**src/rtl/tx_pkt_arbiter.sv**
```systemverilog
// Packet-granular round-robin arbiter that shares the Darwin3 TX sender stream among N_REQ sources.
// A grant lasts through TLAST; read packets then block the path until is_receive or a timeout.
module tx_pkt_arbiter #(
  parameter int N_REQ      = 4,
  parameter int DW         = 16,
  parameter int RD_TIMEOUT = 1024,
  parameter int MAX_FLITS  = 16
) (
  input  logic                     clk,
  input  logic                     rst_n,
  input  logic                     enable,
  input  logic [N_REQ*DW-1:0]      s_tdata,
  input  logic [N_REQ-1:0]         s_tvalid,
  input  logic [N_REQ-1:0]         s_tlast,
  output logic [N_REQ-1:0]         s_tready,
  output logic [DW-1:0]            m_tdata,
  output logic                     m_tvalid,
  output logic                     m_tlast,
  input  logic                     m_tready,
  input  logic                     is_receive,
  output logic [$clog2(N_REQ)-1:0] grant_id,
  output logic                     busy,
  output logic                     rd_timeout,
  output logic                     len_err
);

  localparam int IW = $clog2(N_REQ);
  localparam int CW = $clog2(MAX_FLITS + 2);
  localparam int TW = $clog2(RD_TIMEOUT);

  localparam logic [2:0]    RD_TYPE  = 3'b010;
  localparam logic [CW-1:0] CNT_LEN  = CW'(MAX_FLITS);
  localparam logic [CW-1:0] CNT_SAT  = CW'(MAX_FLITS + 1);
  localparam logic [CW-1:0] CNT_ONE  = {{(CW-1){1'b0}}, 1'b1};
  localparam logic [TW-1:0] TMO_LAST = TW'(RD_TIMEOUT - 1);
  localparam logic [TW-1:0] TMO_ONE  = {{(TW-1){1'b0}}, 1'b1};

  typedef enum logic [1:0] {
    ST_IDLE    = 2'd0,
    ST_XFER    = 2'd1,
    ST_RD_WAIT = 2'd2
  } state_t;

  state_t        state_r, state_s;
  logic [IW-1:0] ptr_r;
  logic [IW-1:0] grant_r;
  logic [CW-1:0] flit_cnt_r;
  logic [TW-1:0] wait_cnt_r;
  logic [2:0]    pkt_type_r;
  logic          len_err_r;
  logic          rd_timeout_r;

  logic [IW-1:0] winner_s;
  logic          win_vld_s;
  logic          beat_s;
  logic          pkt_is_rd_s;
  logic          len_err_s;
  logic          tmo_s;
  logic [DW-1:0] req_data_s [N_REQ];

  for (genvar gi = 0; gi < N_REQ; gi++) begin : g_unpack
    assign req_data_s[gi] = s_tdata[gi*DW +: DW];
  end

  // Requester index k positions after base, wrapping modulo N_REQ.
  function automatic logic [IW-1:0] rr_idx(input logic [IW-1:0] base, input int k);
    int sum;
    sum = (int'(base) + k) % N_REQ;
    return sum[IW-1:0];
  endfunction

  // Round-robin search from ptr+1; scanning downward lets the nearest valid requester win.
  always_comb begin
    winner_s  = ptr_r;
    win_vld_s = |s_tvalid;
    for (int k = N_REQ; k >= 1; k--) begin
      winner_s = s_tvalid[rr_idx(ptr_r, k)] ? rr_idx(ptr_r, k) : winner_s;
    end
  end

  // Next state, stream pass-through and single-cycle event detection.
  always_comb begin
    state_s     = state_r;
    m_tdata     = '0;
    m_tvalid    = 1'b0;
    m_tlast     = 1'b0;
    s_tready    = '0;
    beat_s      = 1'b0;
    pkt_is_rd_s = 1'b0;
    len_err_s   = 1'b0;
    tmo_s       = 1'b0;
    case (state_r)
      ST_IDLE: begin
        if (enable && win_vld_s) begin
          state_s = ST_XFER;
        end else begin
          state_s = ST_IDLE;
        end
      end
      ST_XFER: begin
        m_tdata           = req_data_s[grant_r];
        m_tvalid          = s_tvalid[grant_r];
        m_tlast           = s_tlast[grant_r];
        s_tready[grant_r] = m_tready;
        beat_s            = s_tvalid[grant_r] && m_tready;
        // A single-flit packet has not latched its type yet, so use the live flit.
        pkt_is_rd_s = (((flit_cnt_r == '0) ? m_tdata[DW-1 -: 3] : pkt_type_r) == RD_TYPE);
        len_err_s   = beat_s && !m_tlast && (flit_cnt_r == CNT_LEN);
        if (beat_s && m_tlast) begin
          if (pkt_is_rd_s) begin
            state_s = ST_RD_WAIT;
          end else begin
            state_s = ST_IDLE;
          end
        end else begin
          state_s = ST_XFER;
        end
      end
      ST_RD_WAIT: begin
        tmo_s = !is_receive && (wait_cnt_r == TMO_LAST);
        if (is_receive || (wait_cnt_r == TMO_LAST)) begin
          state_s = ST_IDLE;
        end else begin
          state_s = ST_RD_WAIT;
        end
      end
      default: begin
        state_s = ST_IDLE;
      end
    endcase
  end

  // State, grant/pointer, flit and wait counters, and registered event pulses.
  always_ff @(posedge clk or negedge rst_n) begin
    if (!rst_n) begin
      state_r      <= ST_IDLE;
      ptr_r        <= IW'(N_REQ - 1);
      grant_r      <= '0;
      flit_cnt_r   <= '0;
      wait_cnt_r   <= '0;
      pkt_type_r   <= 3'b000;
      len_err_r    <= 1'b0;
      rd_timeout_r <= 1'b0;
    end else begin
      state_r      <= state_s;
      len_err_r    <= len_err_s;
      rd_timeout_r <= tmo_s;
      case (state_r)
        ST_IDLE: begin
          flit_cnt_r <= '0;
          wait_cnt_r <= '0;
          if (enable && win_vld_s) begin
            grant_r <= winner_s;
            ptr_r   <= winner_s;
          end
        end
        ST_XFER: begin
          wait_cnt_r <= '0;
          if (beat_s) begin
            if (flit_cnt_r == '0) begin
              pkt_type_r <= m_tdata[DW-1 -: 3];
            end
            if (flit_cnt_r != CNT_SAT) begin
              flit_cnt_r <= flit_cnt_r + CNT_ONE;
            end
          end
        end
        ST_RD_WAIT: begin
          if (!is_receive && (wait_cnt_r != TMO_LAST)) begin
            wait_cnt_r <= wait_cnt_r + TMO_ONE;
          end
        end
        default: begin
          wait_cnt_r <= '0;
        end
      endcase
    end
  end

  assign grant_id   = grant_r;
  assign busy       = (state_r != ST_IDLE);
  assign rd_timeout = rd_timeout_r;
  assign len_err    = len_err_r;

endmodule

```
**config.mk**
```make
export PLATFORM = sky130hd
export DESIGN_NAME = tx_pkt_arbiter
export DESIGN_NICKNAME = d
export VERILOG_FILES = /design/src/rtl/tx_pkt_arbiter.sv
export SDC_FILE = /design/constraint.sdc
export NUM_CORES = 1
export LEC_CHECK = 0
export CAP_MARGIN = 25
export CORE_MARGIN = 4
export CORE_UTILIZATION = 41
export CTS_CLUSTER_SIZE = 20
export DETAILED_ROUTE_END_ITERATION = 12
export PLACE_DENSITY = 0.81
export SLEW_MARGIN = 5
export SYNTH_ARGS = -nofsm -noshare
export SYNTH_HDL_FRONTEND = slang
export SYNTH_SLANG_ARGS = --single-unit
```
**constraint.sdc**
```tcl
create_clock -name clk -period 2.4 [get_ports clk]
set_clock_uncertainty 0.15 [all_clocks]
set_input_delay 0.36 -clock clk [delete_from_list [all_inputs] [get_ports clk]]
set_output_delay 0.36 -clock clk [all_outputs]
set_load 0.01 [all_outputs]
```
==> flow_metrics.tcl, run 1 <==
set metrics [dict create \
    end_kind "output port" \
    fin_hold_ws_ps 293 \
    ys_warn_count 0 \
    area_growth_pct 64.2 \
    crit_path_start_kind "flip-flop" \
    rows 25 \
    drtIter0Drc 88 \
    dieWidth_um 80.0 \
    worst_ep_arrival_time_ps 1870 \
    vias_per_cell 5.47 \
    drc 0 \
    clock.fmax_mhz 420 \
    fin_crit_sh 0.993 \
    p_per_area_nw_per_um2 951 \
    drive_gt1_frac 0.264 \
    drt-total-wl_um 7010 \
    nets 404 \
    placed_cell_area_sq_um 3360 \
    syn-num-nets 279 \
    fillCellCount 362 \
    final_antenna_net_count 0 \
    grt_usage 0.217 \
    clk_latency_ps 280 \
    final_hold_viol_count 0 \
    clk_pin_slew_worst_paths_ps 100 \
    irDropWorstVdd_v 0.000786 \
    ios 104 \
    period_minus_slack_ps 2380 \
    synthSimpleGateAreaFrac 0.249 \
    yosys.area.top_type "dfrtp_1" \
    gp_congestion 0.808 \
    cts_made_buffers 3 \
    crit_start "grant_id[0]" \
    die_area_sq_um 6400 \
    crit_fanout 5 \
    io_buffers 103 \
    synth.most_common_cell "dfrtp_1" \
    grt_first_pass_wirelength_um 10700 \
    grt_max_degree 27 \
    grt_pass1_vias 2185 \
    synth_ff_type "dfrtp_1" \
    synth_compound_gate_area_share 0.125 \
    power.leakage_nw 1.50 \
    cts.path.max_buffers 2 \
    synth_edf_count 0 \
    power.total_mw 3.32 \
    grt-ovfl-total 0 \
    min-delay-path-class "in2async" \
    setup_viol 0 \
    crit_type "reg2out" \
    r2r_end "pkt_type_r[1]" \
    coreArea_sq_um 4880 \
    synthMuxAreaShare 0.241 \
    relSlewSlack 0.698 \
    synth_cells 198 \
    cts_max_level 1 \
    slew_viol_final 0 \
    ff2ff_path_depth 6 \
    final_area_sq_um 3490 \
    async_reset_ff_frac 1.00 \
    multi_input_area_sq_um 1410 \
    synth_area_sq_um 2130 \
    dp_hpwl_um 5620 \
    synth_area_leaders "dfrtp_1, mux4_2, and2_1, mux2_4, nor2_1" \
    seq_area_sq_um 654 \
    cts_hold_buf 0 \
    ff2ff_setup_slack_ps 230 \
    status "completed" \
    maxCapViolCount 0 \
    cts_tree "built" \
    die_y_um 80.0 \
    vias 2127 \
    clockRootBuffer "clkbuf_8" \
    yosysUniqueCellTypes 54 \
    start_util 0.436 \
    synthXorXnorAreaFrac 0.0165 \
    r2r-start "grant_id[0]" \
    clock-sinks 26 \
    syn_area_per_cell_sq_um 10.7 \
    cp.required_ps 1890 \
    worst_pin_slew_ps 448 \
    antenna_found_initial 0 \
    yosys.area.top_type_share 0.283 \
    rsz0062_at_grt "true" \
    n_antenna_cell 0 \
    synth_top_family_by_area "simple AND/OR/NAND/NOR gates" \
    first_pass_iters 4 \
    synth.top_cells.by_count "dfrtp_1, and2_1, mux4_2, nor2_1, nand2_1" \
    yosysSeqAreaShare 0.307 \
    synthAdderAreaFrac 0.0235 \
    ys_ff_latch 26 \
    wl_per_cell_um 18.0 \
]
repair_timing:
| action | in CTS | in global routing |
|---|---|---|
| gates cloned | 1 | 0 |
| resized for setup | 65 | 14 |
| setup buffers | 7 | 0 |
| setup endpoints to repair | 22 | 13 |
| pin swaps | 0 | 2 |
| hold endpoints to repair | 0 | 0 |
state kept, by name (all words and copies together) (netlist names):
| register | flops |
|---|---|
| len_err | 1 |
| ptr_r | 2 |
| state_r | 2 |
| rd_timeout | 1 |
| grant_id | 2 |
| wait_cnt_r | 10 |
| flit_cnt_r | 5 |
| pkt_type_r | 3 |
cell type report:
class / count / area share
Inverter: 7 / 0.00753
Sequential cell: 26 / 0.188
Multi-Input combinational cell: 157 / 0.403
Tap cell: 67 / 0.0240
Clock buffer: 3 / 0.0118
Timing Repair Buffer: 128 / 0.357
Clock inverter: 1 / 0.00861
cell usage in the layout (no fill, tap or decap), types with 7 or more instances in the layout:
cell type,instances
clkdlybuf4s50_1,83
dfrtp_1,23
mux4_2,18
buf_4,18
nor2_1,16
nand2_1,13
and2_1,12
buf_2,11
and3_1,8
inv_1,7
and2_4,7
critical path: stages (launching register included):
cell           delay, ps
dfrtp_2              440
buf_4                160
mux4_2               540
and2_1               170
dlygate4sd2_1        280
worst max-delay path by stage:
stage / end / slack, ps
2_1_floorplan: m_tdata[1] / 320
3_3_place_gp: m_tdata[14] / -100
3_5_place_dp: m_tvalid / -100
4_1_cts: m_tvalid / -6
5_1_grt: m_tvalid / -40
6_report: m_tvalid / 20
kinds of logic (layout without fill, tap and decap cells):
group / after synthesis / count (layout)
xor gates and xnor gates: 4 / 4
DFF: 26 / 26
muxes: 26 / 26
buffers and inverters: 15 / 139
AOI/OAI and AO/OA: 34 / 34
and+or+nand+nor: 89 / 89
adders and majority gates: 4 / 4
per-stage QoR:
stage	util	cells	setup WS, ps	setup TNS, ps
2_1_floorplan	-	198	324	0
3_3_place_gp	0.689	378	-101	-361
3_5_place_dp	0.689	378	-103	-423
4_1_cts	0.710	390	-6.15	-12.3
5_1_grt	0.715	389	-41.9	-52.9
6_report	0.715	389	16.9	0
where the power goes:
part	switching (mW)	total (mW)	leakage [nW]	internal (mW)
Clock	0.150	0.373	0.0357	0.223
Sequential	0.114	0.663	0.340	0.549
Combinational	0.944	2.28	1.12	1.34
Total	1.21	3.32	1.50	2.11
per-layer routing:
metal | vias to the layer above | global-route usage | routed length, um
met5 | - | 0 | 0
met4 | 0 | 0.0524 | 140
met3 | 12 | 0.0508 | 261
met2 | 52 | 0.384 | 3840
met1 | 1061 | 0.264 | 2760
li1 | 1002 | - | -
Note: power is estimated with default switching activity, not from simulation.
==> run 2: changes to the inputs <==
--- a/config.mk
+++ b/config.mk
@@ -5,13 +5,11 @@
 export SDC_FILE = /design/constraint.sdc
 export NUM_CORES = 1
 export LEC_CHECK = 0
-export CAP_MARGIN = 25
 export CORE_MARGIN = 4
 export CORE_UTILIZATION = 41
 export CTS_CLUSTER_SIZE = 20
 export DETAILED_ROUTE_END_ITERATION = 12
 export PLACE_DENSITY = 0.81
-export SLEW_MARGIN = 5
 export SYNTH_ARGS = -nofsm -noshare
 export SYNTH_HDL_FRONTEND = slang
 export SYNTH_SLANG_ARGS = --single-unit
==> results of run 2 <==
The final DEF is identical to that of run 1; final timing and power are the same.
